`src/rtl/controle_alarme_if.sv`:
```
// controle_alarme_if: alarm controller bus.
//   Alarme, Reconhecer : detector alarm level and operator acknowledge (master -> slave)
//   Sirene, Disparado  : siren drive and latched alarm indicator (slave -> master)
//   Eventos            : saturating count of accepted alarm events (slave -> master)
//   Timeout            : one-cycle pulse when the siren auto-silences (slave -> master)
interface controle_alarme_if #(
    parameter int CNT_BITS = 4
);
    logic                Alarme;
    logic                Reconhecer;
    logic                Sirene;
    logic                Disparado;
    logic [CNT_BITS-1:0] Eventos;
    logic                Timeout;
    modport master (output Alarme, Reconhecer, input Sirene, Disparado, Eventos, Timeout);
    modport slave  (input Alarme, Reconhecer, output Sirene, Disparado, Eventos, Timeout);
endinterface

```
`src/rtl/controle_alarme.sv`:
```
// controle_alarme: latches detector alarms, drives a timed siren, counts events, acknowledge + cooldown.
//   clk   : system clock, rising edge
//   reset : asynchronous, active-low reset
//   bus   : controle_alarme_if slave (Alarme, Reconhecer in; Sirene, Disparado, Eventos, Timeout out)
//   Macro CONTROLE_ALARME_BLINK_EN: defined -> siren blinks with half-period BLINK_HALF;
//   undefined -> steady siren while sounding, no blink counter.
module controle_alarme #(
    parameter int CNT_BITS   = 4,
    parameter int BLINK_HALF = 4,
    parameter int TIMEOUT    = 32,
    parameter int COOLDOWN   = 8
) (
    input logic clk,
    input logic reset,
    controle_alarme_if.slave bus
);
    localparam int TW = $clog2(TIMEOUT);
    localparam int CW = $clog2(COOLDOWN + 1);

    if (TIMEOUT < 2 || COOLDOWN < 1 || BLINK_HALF < 1) begin : g_bad_params
        $error("controle_alarme: invalid TIMEOUT/COOLDOWN/BLINK_HALF");
    end

    typedef enum logic [1:0] {IDLE, SOUNDING, SILENCED, COOLING} state_t;

    state_t              state_q, state_d;
    logic                alarme_q;
    logic [CNT_BITS-1:0] eventos_q, eventos_d;
    logic [TW-1:0]       timer_q, timer_d;
    logic [CW-1:0]       cool_q, cool_d;
    logic                timeout_q, timeout_d;
    logic                evento, restart;

    always_comb begin
        evento    = bus.Alarme & ~alarme_q;
        // restart: event that (re)starts the siren; acknowledge pre-empts it while latched
        restart   = evento & ((state_q == IDLE) | ((state_q != COOLING) & ~bus.Reconhecer));
        eventos_d = (evento && state_q != COOLING && eventos_q != '1) ? eventos_q + 1'b1 : eventos_q;
        timer_d   = restart ? '0 : (state_q == SOUNDING ? timer_q + 1'b1 : timer_q);
        cool_d    = cool_q;
        timeout_d = 1'b0;
        state_d   = state_q;
        case (state_q)
            IDLE:     state_d = evento ? SOUNDING : IDLE;
            SOUNDING: begin
                if (bus.Reconhecer) begin
                    state_d = COOLING;
                    cool_d  = CW'(COOLDOWN - 1);
                end else if (!evento && timer_q == TW'(TIMEOUT - 1)) begin
                    state_d   = SILENCED;
                    timeout_d = 1'b1;
                end
            end
            SILENCED: begin
                if (bus.Reconhecer) begin
                    state_d = COOLING;
                    cool_d  = CW'(COOLDOWN - 1);
                end else if (evento) begin
                    state_d = SOUNDING;
                end
            end
            default: begin
                if (cool_q == '0) state_d = IDLE;
                else cool_d = cool_q - 1'b1;
            end
        endcase
    end

    always_ff @(posedge clk or negedge reset) begin
        if (!reset) begin
            state_q   <= IDLE;
            alarme_q  <= 1'b0;
            eventos_q <= '0;
            timer_q   <= '0;
            cool_q    <= '0;
            timeout_q <= 1'b0;
        end else begin
            state_q   <= state_d;
            alarme_q  <= bus.Alarme;
            eventos_q <= eventos_d;
            timer_q   <= timer_d;
            cool_q    <= cool_d;
            timeout_q <= timeout_d;
        end
    end

`ifdef CONTROLE_ALARME_BLINK_EN
    localparam int BW = $clog2(2 * BLINK_HALF);
    logic [BW-1:0] blink_q, blink_d;

    always_comb begin
        blink_d = restart ? '0 :
                  (state_q != SOUNDING) ? blink_q :
                  (blink_q == BW'(2 * BLINK_HALF - 1)) ? '0 : blink_q + 1'b1;
    end

    always_ff @(posedge clk or negedge reset) begin
        if (!reset) blink_q <= '0;
        else        blink_q <= blink_d;
    end

    assign bus.Sirene = (state_q == SOUNDING) & (blink_q < BW'(BLINK_HALF));
`else
    assign bus.Sirene = (state_q == SOUNDING);
`endif

    assign bus.Disparado = (state_q == SOUNDING) | (state_q == SILENCED);
    assign bus.Eventos   = eventos_q;
    assign bus.Timeout   = timeout_q;
endmodule

```
`src/flat_wrapper.sv`:
```
// flat-port wrapper written by rule: the top's interface ports become plain ports
module controle_alarme_flat 
#(
    parameter int CNT_BITS   = 4,
    parameter int BLINK_HALF = 4,
    parameter int TIMEOUT    = 32,
    parameter int COOLDOWN   = 8
)
  (clk, reset, bus_Alarme, bus_Reconhecer, bus_Sirene, bus_Disparado, bus_Eventos, bus_Timeout);
  controle_alarme_if #(.CNT_BITS(CNT_BITS)) bus_i ();
  input logic clk;
  input logic reset;
  input wire logic [$bits(bus_i.Alarme)-1:0] bus_Alarme;
  input wire logic [$bits(bus_i.Reconhecer)-1:0] bus_Reconhecer;
  output wire logic [$bits(bus_i.Sirene)-1:0] bus_Sirene;
  output wire logic [$bits(bus_i.Disparado)-1:0] bus_Disparado;
  output wire logic [$bits(bus_i.Eventos)-1:0] bus_Eventos;
  output wire logic [$bits(bus_i.Timeout)-1:0] bus_Timeout;
  assign bus_i.Alarme = bus_Alarme;
  assign bus_i.Reconhecer = bus_Reconhecer;
  assign bus_Sirene = bus_i.Sirene;
  assign bus_Disparado = bus_i.Disparado;
  assign bus_Eventos = bus_i.Eventos;
  assign bus_Timeout = bus_i.Timeout;
  controle_alarme #(.CNT_BITS(CNT_BITS), .BLINK_HALF(BLINK_HALF), .TIMEOUT(TIMEOUT), .COOLDOWN(COOLDOWN)) u_core (.clk(clk), .reset(reset), .bus(bus_i));
endmodule
```
`config.mk`:
```
export PLATFORM = sky130hd
export DESIGN_NAME = controle_alarme_flat
export DESIGN_NICKNAME = d
export VERILOG_FILES = /design/src/rtl/controle_alarme_if.sv /design/src/rtl/controle_alarme.sv /design/src/flat_wrapper.sv
export SDC_FILE = /design/constraint.sdc
export NUM_CORES = 1
export LEC_CHECK = 0
export ABC_AREA = 1
export CORE_MARGIN = 2
export CORE_UTILIZATION = 30
export CTS_BUF_LIST = sky130_fd_sc_hd__clkbuf_8
export DETAILED_ROUTE_END_ITERATION = 6
export HOLD_SLACK_MARGIN = 0.06
export SYNTH_ARGS = -nofsm -noshare
export SYNTH_HDL_FRONTEND = slang
export SYNTH_SLANG_ARGS = --single-unit
```
`constraint.sdc`:
```
create_clock -name clk -period 1.9 [get_ports clk]
set_input_delay 0.38 -clock clk [delete_from_list [all_inputs] [get_ports clk]]
set_output_delay 0.38 -clock clk [all_outputs]
set_load 0.02 [all_outputs]
```
### Word-level counts from Yosys, hierarchy flattened

Cells that the tools add are included.

* bits of input ports: 4
* register bits: 17
* output and inout bits: 7

* eq/ne operators: 9
* muxes and demuxes: 15
* add/sub/neg operators: 3
* bitwise gates (word level): 8
* reductions and logical operators: 11

Operators by type and width (count)
* $mux 2: 5
* $mux 5: 2
* $mux 4: 2
* $pmux 4 s2: 1
* $ne 3x2->1 const B: 2
* $pmux 2 s3: 1
* $reduce_and 3->1: 2
* $add 5x1->5 const B: 1
* $eq 5x5->1 const B: 1
* $add 4x1->4 const B: 1
* $logic_not 4->1: 1
* $mux 1: 4
* $ne 2x2->1 const B: 2
* $ne 4x4->1 const B: 1
* $reduce_bool 4->1: 1
* $sub 4x1->4 const B: 1
* $and 1x1->1: 3
* $logic_and 1x1->1: 3
* $not 1->1: 3
* $eq 2x1->1 const B: 1
* $eq 2x2->1 const B: 1
* $logic_not 2->1: 1
* $ne 2x1->1 const B: 1
* $or 1x1->1: 2
* other kinds (3): 3

### Depth between registers and ports, before layout

Gate-level depths: netlist (run 1).

* depth in word-level cells: 7
* depth in mapped cells: 10

### Worst setup path after synthesis (run 1)

Ideal clock, no wire load.

* kind: register to register
* start: register u_core.state_q[0]
* end: register u_core.cool_q[3]
* data arrival time: 1.394 ns
* path slack: 0.379 ns
* stages on the path, launching flop included: 7
* buffers on the path: 0
* cells stage by stage: dfrtp_1 inv_1 ha_1 a21oi_2 o21ai_4 nand2_1 o21ai_1

* word-level cells in the longest chain between the ends: 4
* elaborated cells between the ends (all ways): 9

RTL lines
* from (decl): line controle_alarme.sv:26 `state_t state_q, state_d;`
* from (signal assigned): line controle_alarme.sv:78 `state_q <= state_d;`
* $eq 2x1->1 / $eq 2x2->1 (equally long branches): line controle_alarme.sv:43 `case (state_q)`
* $reduce_or 2->1 (no source line)
* $ne 2x1->1 (no source line) / $ne 2x2->1 (equally long branches)
* $reduce_and 3->1 (no source line)
* to (signal assigned): line controle_alarme.sv:82 `cool_q <= cool_d;`
* to (decl): line controle_alarme.sv:30 `logic [CW-1:0] cool_q, cool_d;`

Parallel ways exist; a longest one is shown, timed or not.
A chain may end at the register's enable or synchronous reset.

### Worst setup path after layout (run 1)

* start: register u_core.state_q[1]
* end: output port bus_Disparado

* word-level cells in the longest chain between the ends: 2
* elaborated cells between the ends (all ways): 3

RTL lines
* $eq 2x1->1 / $eq 2x2->1 (equally long branches): line controle_alarme.sv:107 `assign bus.Disparado = (state_q == SOUNDING) | (state_q == SILENCED);`
* $or 1x1->1 (*): line controle_alarme.sv:107
* to (decl): line flat_wrapper.sv:16 `output wire logic [$bits(bus_i.Disparado)-1:0] bus_Disparado;`

Mark *: on every way between the ends. The rest lies on a longest branch, timed or not.

==> results of run 1 <==
-- final timing paths --
kind | to | from | cells past startpoint
max in group asynchronous | u_core.timer_q[4] | reset | 2
worst min-delay path | u_core.cool_q[3] | reset | 2
worst min register to register | u_core.cool_q[1] | u_core.cool_q[1] | 2
worst max-delay path | bus_Disparado | u_core.state_q[1] | 3
min in group clk | u_core.cool_q[1] | u_core.cool_q[1] | 2
worst max register to register | u_core.cool_q[2] | u_core.state_q[1] | 7
-- where the power goes --
part / switching, uW / internal, uW
logic: 572 / 420
clock network: 112 / 143
registers: 113 / 486
total: 797 / 1050
-- cells by family (layout without fill, tap and decap cells) --
group / Yosys count / count (layout)
AOI/OAI and AO/OA: 13 / 13
xor gates and xnor gates: 5 / 5
adders and majority gates: 9 / 9
buffers and inverters: 16 / 34
DFF: 17 / 17
and+or+nand+nor: 59 / 59
-- layer usage --
layer	vias to the layer above	share of wire
li1	408	-
met1	348	0.49
met2	7	0.47
met3	2	0.034
met4	0	0.0079
met5	-	0
-- layout make-up --
| cell class | instances | share of cell area |
|---|---|---|
| flip-flops and latches | 17 | 0.351 |
| repair buffers | 14 | 0.105 |
| multi-input cells | 86 | 0.411 |
| clock buffers | 3 | 0.0341 |
| well taps | 44 | 0.0455 |
| clock inverters | 1 | 0.00310 |
| inverters | 16 | 0.0496 |
-- critical path: cells and delay by family, from the launching register on --
family | cells | cell delay [ps]
buf+inv | 2 | 430
flops | 1 | 410
fa+ha+maj | 1 | 300
-- cells in the final DEF, fill, tap and decap left out, types with 3 or more instances in the layout --
master                            count
sky130_fd_sc_hd__nand2_2              3
sky130_fd_sc_hd__nor2_1               9
sky130_fd_sc_hd__o21ai_1              3
sky130_fd_sc_hd__nor3_1               4
sky130_fd_sc_hd__nand3_1              7
sky130_fd_sc_hd__buf_4                4
sky130_fd_sc_hd__clkdlybuf4s50_1      8
sky130_fd_sc_hd__dfrtp_1             17
sky130_fd_sc_hd__clkbuf_8             3
sky130_fd_sc_hd__a21oi_1              5
sky130_fd_sc_hd__nor2_2               3
sky130_fd_sc_hd__xor2_1               3
sky130_fd_sc_hd__nand2_1             31
sky130_fd_sc_hd__ha_1                 9
sky130_fd_sc_hd__inv_1               15
-- stage by stage --
step	instances	cell area, sq um	worst slack (ps)	hold WS, ps	total power, uW
after floorplan	119	983	379	84.4	1300
after global placement	177	1170	152	500	1590
after detailed placement	177	1170	110	524	1620
after CTS	181	1210	107	462	1870
after global routing	181	1210	40.0	479	2030
final	181	1210	123	458	1850
-- flip-flops by register name, summed over array words and instances (netlist names) --
name                flops
u_core.timer_q          5
u_core.cool_q           4
u_core.bus.Timeout      1
u_core.state_q          2
u_core.alarme_q         1
u_core.bus.Eventos      4
-- repair_timing --
| item | CTS | global route |
|---|---|---|
| endpoints found under the setup margin | 2 | 0 |
| buffers inserted | 0 | 0 |
| resized for setup | 2 | 0 |
==> flow_results.org, run 1 <==
** Power and ir drop
- For this design the static power due to leakage is 0.000603 uW.
- Power Density :: 1520 mW/mm^2
- Max VDD drop :: 0.000720 V

** Synthesis
- In the synthesized netlist, the number of instances is 119.
- Synth unique cells :: 20
- Top cells by area in the synthesized netlist :: sky130_fd_sc_hd__dfrtp_1 43%, sky130_fd_sc_hd__nand2_1 12%, sky130_fd_sc_hd__ha_1 11%
- Average instance area after synthesis :: 8.26 sq um
- Of the total synthesized cell area, the portion taken by full adders, half adders and majority gates is 0.115.
- Multiplexer share of the synthesized area :: 0
- Simple-Gate Fraction of Synth Area :: 0.265
- Yosys warnings :: 0
- Number of synthesized register bits :: 17
- Area fraction in compound gates after synthesis :: 0.0827
- Leading post-synthesis cells by instance count :: 31 x sky130_fd_sc_hd__nand2_1, 17 x sky130_fd_sc_hd__dfrtp_1, 14 x sky130_fd_sc_hd__inv_1
- The share of synthesized area in the top cell type comes to 0.433.
- In the post-synthesis netlist, the cell with the most instances is sky130_fd_sc_hd__nand2_1.
- Synth Cell Area :: 983 sq um
- Dominant combinational cell family by area after synthesis :: simple AND/OR/NAND/NOR gates
- Share of async-settable or async-resettable flops after synthesis :: 1.00
- Of the total synthesized cell area, the portion taken by XOR and XNOR cells is 0.0445.
- In the synthesized netlist the dominant register cell turns out to be sky130_fd_sc_hd__dfrtp_1.
- Library cell occupying the most area in the post-synthesis netlist :: sky130_fd_sc_hd__dfrtp_1
- Nets in the synthesized netlist :: 132
- Yosys mapped a number of flops with a built-in enable equal to 0.
- Sequential fraction of the synthesis area :: 0.433

** Clocking
- Hold buffers post-CTS :: 0
- For this design, the sink count on the clock tree is 17.
- Clock tree synthesis selected as its root buffer the cell sky130_fd_sc_hd__clkbuf_8.
- Maximum number of buffers from clock root to sink :: 2
- For the worst-skew pair, the clock arrives at the later sink with an insertion delay of 240 ps.
- TritonCTS built the clock tree.
- After clock tree synthesis, the clock-pin slew on the worst setup and hold paths is 60 ps.
- CTS built an H-tree with a depth of 1.
- The number of clock buffers added by TritonCTS is 3.

** Critical path
- Among all stages on the critical path, the largest delay is contributed by sky130_fd_sc_hd__dfrtp_1.
- The signal on the critical path passes through inv_1 > ha_1 > dlygate4sd2_1.
- The worst setup path is launched from a flip-flop.
- Data required time of the critical path :: 1520 ps
- The worst setup path is captured at an output port.
- Slowest Stage Delay on Critical Path :: 410 ps
- Flop-to-flop setup slack :: 390 ps
- Maximum fanout encountered on the critical timing path :: 5
- Data arrival time at the worst-slack endpoint :: 1400 ps
- The critical path is of the reg -> out type.

** Global routing
- Overall routing resource usage :: 0.112
- In the global route stage, met3 resource usage came out at 0.0273.
- The first global-routing pass estimated 2990 um of wire.
- met2 is the most crowded layer.
- Global-route track usage on met1 :: 0.136
- The initial antenna violation count was 0.
- For met2 alone, demand over resource in global routing was 0.181.
- Pin count of the biggest net entering global routing :: 18
- Global route overflow :: 0
- The via count of the first global-routing pass was 723.

** Timing
- Top achievable clock speed :: 563 MHz
- Final Skew :: 2.25 ps
- Worst-Margin Slew :: 225 ps
- Setup total negative slack on the finished layout was measured at 0 ps.
- In this run the tightest slew margin relative to its limit is 0.849.
- In the finished design, the share of the clock period the worst path needs comes to 0.935.
- Count of endpoints failing setup in the final report :: 0
- Endpoints failing hold :: 0
- Final Critical Period :: 1780 ps
- Setup repair after global routing left no endpoint under its margin.
- The number of pins with negative max-slew slack in the final report is 0.

** Finish
- The final layout contains 151 nets.
- Area added between synthesis and finish :: 23.2%
- N_diodes :: 0
- Fraction of final layout cells sized beyond drive strength 1 :: 0.131
- Post-Route Utilization :: 0.393
- In the final layout, the multi-input gates occupy 498 sq um.
- Summing all flip-flop and latch instances after layout gives 425 sq um.
- The layout has 306 filler cells.

** Die
- Count of pins on the block boundary :: 11
- The die is 61.3 um tall.
- Placement row count :: 20
- The die is 61.3 um wide.
- The initial utilization of the core area, before any placement, comes to 0.320.
- Die area :: 0.00375 sq mm
- The core region is 0.00308 sq mm.

** Route
- Wire length reported by the detailed router :: 1780 um
- Initial DRT Pass Iterations :: 4
- Vias per cell :: 4.23
- The first routing iteration left 14 violations.
- After detailed routing, the number of remaining DRC violations is 0.
- Routed via count :: 765
- Post-DR wirelength/cell :: 9.82 um
- The count of nets left with antenna violations once routing finished came out at 0.

** Place
- After legalization and detailed placement, the total HPWL measured 1370 um.
- Buffers placed on the I/O ports in this run total 10.
- Final estimated routing congestion in global placement :: 0.797

** Outcome
- The flow ran to the end, and the final reports show no timing, DRC or antenna violations.

** Flow run
- The tool flagged a number of max-cap violations equal to 0.

** Min path
- The worst hold path belongs to the class in -> async.
Note: power is estimated with default switching activity, not from simulation.
==> inputs of run 2 (changes only) <==
- DONT_BUFFER_PORTS: default -> 1
==> flow_results.org, run 2 (synthesized netlist as in run 1, its figures left out) <==
** Outcome
- Outcome :: finished clean (unchanged)

** Route
- The first-pass detailed-route iteration total came to 3 (was 4).
- Iteration-0 DRC Markers :: 7 (was 14)
- Routed via count :: 740 (was 765)
- Post-route ant nets :: 0 (unchanged)
- The post-detailed-routing wire length is 1770 um (was 1780 um).
- The detailed-route DRC error count is 0 (unchanged).
- Vias per cell :: 4.38 (was 4.23)
- The average detailed-routed wire length per instance is 10.5 um (was 9.82 um).

** Clocking
- The clock latency reported for the late side of the worst-skew pair came to 250 ps (was 240 ps).
- The total of cells resized after clock tree synthesis was 0 (was 2).
- The clock sink count is 17 (unchanged).
- The root buffer cell was sky130_fd_sc_hd__clkbuf_8 (unchanged).
- The clock tree from TritonCTS is yes (unchanged).
- Clock buffers created by TritonCTS :: 3 (unchanged)
- The buffer depth of the longest clock path was 2 (unchanged).
- Number of buffers inserted by post-CTS setup repair :: 0 (unchanged)
- Clock-pin slew on the worst setup and hold paths :: 60 ps (about the same)
- H-tree levels :: 1 (unchanged)
- Hold buffers post-CTS :: 1 (was 0)

** Die
- Die Ht :: 61.3 um (unchanged)
- The width of the die is 61.3 um (unchanged).
- Starting Density :: 0.320 (unchanged)
- The total die area came to 0.00375 sq mm (unchanged).
- Area of the core region :: 0.00308 sq mm (unchanged)
- Placement row count :: 20 (unchanged)
- Count of pins on the block boundary :: 11 (unchanged)

** Global routing
- The largest net degree at the start of global routing was 18 (unchanged).
- Overall routing resource usage :: 0.116 (was 0.112)
- The final global-route overflow total was 0 (unchanged).
- Vias in the first global route :: 730 (was 723)
- The first-pass GRT wire length came to 3110 um (was 2990 um).
- The initial antenna violation count was 0 (unchanged).

** Place
- The placed wire-length estimate is 1400 um (was 1370 um).
- The number of buffer cells added on primary ports is 0 (was 10).
- The count of placed standard cells including taps is 164 (was 177).
- The worst setup slack before clock tree synthesis was 248 ps (was 110 ps).
- The weighted congestion at the end of routability-driven global placement was 0.845 (was 0.797).
- Area post-placement :: 0.00105 sq mm (was 0.00117 sq mm)

** Critical path
- The critical-path maximum fanout was 7 (was 5).
- Slowest Stage Delay on Critical Path :: 590 ps (was 410 ps)
- The critical path launch point is u_core.state_q[0] (was u_core.state_q[1]).
- Crit Path Class :: reg -> out (unchanged)
- Data arrival time at the worst-slack endpoint :: 1370 ps (was 1400 ps)
- Ordered cell list for the critical path :: inv_1 > ha_1 (was inv_1 > ha_1 > dlygate4sd2_1)
- Critical path's top delay family :: adder cells (was buffers and inverters)
- Combined buffer and inverter count along the critical path :: 1 (was 2)
- Highest-delay cell along the critical path :: sky130_fd_sc_hd__ha_1 (was sky130_fd_sc_hd__dfrtp_1)
- The start of the worst register-to-register path is u_core.state_q[0] (was u_core.state_q[1]).
- The critical path endpoint category was an output port (unchanged).
- Data required time of the critical path :: 1520 ps (about the same)
- CP Launch Type :: flip-flop (unchanged)

** Power and ir drop
- Internal power summed over all cells :: 931 uW (was 1050 uW)
- Max VDD drop :: 0.000676 V (was 0.000720 V)
- Switching power summed over all nets :: 789 uW (was 797 uW)
- The proportion of power drawn by flip-flops and latches was 0.387 (was 0.325).
- Sw Share :: 0.459 (was 0.432)
- Part of the total power dissipated in combinational logic :: 0.459 (was 0.537)
- The power density of the placed cells was 1560 mW/mm^2 (was 1520 mW/mm^2).
- The leakage power total came to 0.000550 uW (was 0.000603 uW).
- Clock share of power :: 0.155 (was 0.138)

** Finish
- The most common cell after layout, fill and taps aside was sky130_fd_sc_hd__nand2_1 (unchanged).
- The summed area of non-filler cells in the final layout came to 0.00110 sq mm (was 0.00121 sq mm).
- N_diodes :: 0 (unchanged)
- The total number of nets in the final design was 139 (was 151).
- The non-filler instance count after layout is 169 (was 181).
- Top register by number of flip-flops :: u_core.timer_q (unchanged)
- The fraction of layout cells with a size suffix above 1 was 0.120 (was 0.131).
- The area growth from synthesis to layout is 12.0% (was 23.2%).
- Commonest cells after routing, fill and taps aside: 31 x sky130_fd_sc_hd__nand2_1, 17 x sky130_fd_sc_hd__dfrtp_1, 15 x sky130_fd_sc_hd__inv_1, 9 x sky130_fd_sc_hd__nor2_1, 9 x sky130_fd_sc_hd__ha_1 (unchanged).
- The end-of-flow core utilization came to 0.358 (was 0.393).
- Largest register FFs :: 5 (unchanged)

** Flow run
- The max-cap check violation count is 0 (unchanged).

** Timing
- The final cycle utilization of the critical path came to 0.920 (was 0.935).
- The final-report setup violation count came to 0 (unchanged).
- Worst-case setup margin in the final layout :: 152 ps (was 123 ps)
- Top achievable clock speed :: 572 MHz (was 563 MHz)
- The final critical-path required period is 1750 ps (was 1780 ps).
- The number of hold violations in the final report was 0 (unchanged).
- Slew HR :: 0.479 (was 0.849)
- Setup repair after global routing missed its margin :: false (unchanged)
- Worst-Margin Slew :: 778 ps (was 225 ps)
- The worst clock skew was 1.37 ps (was 2.25 ps).
- The number of pins with negative max-slew slack in the final report is 0 (unchanged).
- Total negative slack :: 0 ps (unchanged)

** Min path
- Launch point of the worst hold path :: bus_Alarme
- The classification of the worst-slack hold path is in -> reg (was in -> async).
==> run 2: layout make-up <==
class | count | area [sq um]
Timing Repair Buffer | 2 | 17.5
Sequential cell | 17 | 425
Fill cell | 317 | 1980
Clock inverter | 1 | 3.75
Multi-Input combinational cell | 86 | 498
Tap cell | 44 | 55.1
Clock buffer | 3 | 41.3
Inverter | 16 | 60.1
==> run 2: worst paths after layout <==
check,slack (ps),cells past startpoint,to
max in group asynchronous,770,1,u_core.cool_q[2]
hold / removal,150,0,u_core.alarme_q
setup / recovery,150,2,bus_Disparado
min in group asynchronous,650,1,u_core.bus.Eventos[3]
hold reg to reg,530,2,u_core.timer_q[4]
setup reg to reg,250,6,u_core.cool_q[2]
==> run 2: power groups by stage <==
stage / registers, uW / clock network, uW / logic, uW
floorplan: 638 / 0 / 658
global placement: 661 / 0 / 759
detailed placement: 672 / 0 / 792
CTS: 665 / 277 / 805
finish: 665 / 266 / 789
global route: 687 / 295 / 918
==> run 2: routing by layer <==
metal  GRT usage  part of all wire
met1       0.135              0.46
met2       0.188              0.47
met3      0.0252             0.042
met4      0.0839             0.029
met5           0                 0
==> run 2: through the flow <==
stage | power [uW] | hold slack, ps
2_1_floorplan | 1300 | 84.4
3_3_place_gp | 1420 | 84.9
3_5_place_dp | 1460 | 84.9
4_1_cts | 1750 | 144
5_1_grt | 1900 | 137
6_report | 1720 | 151
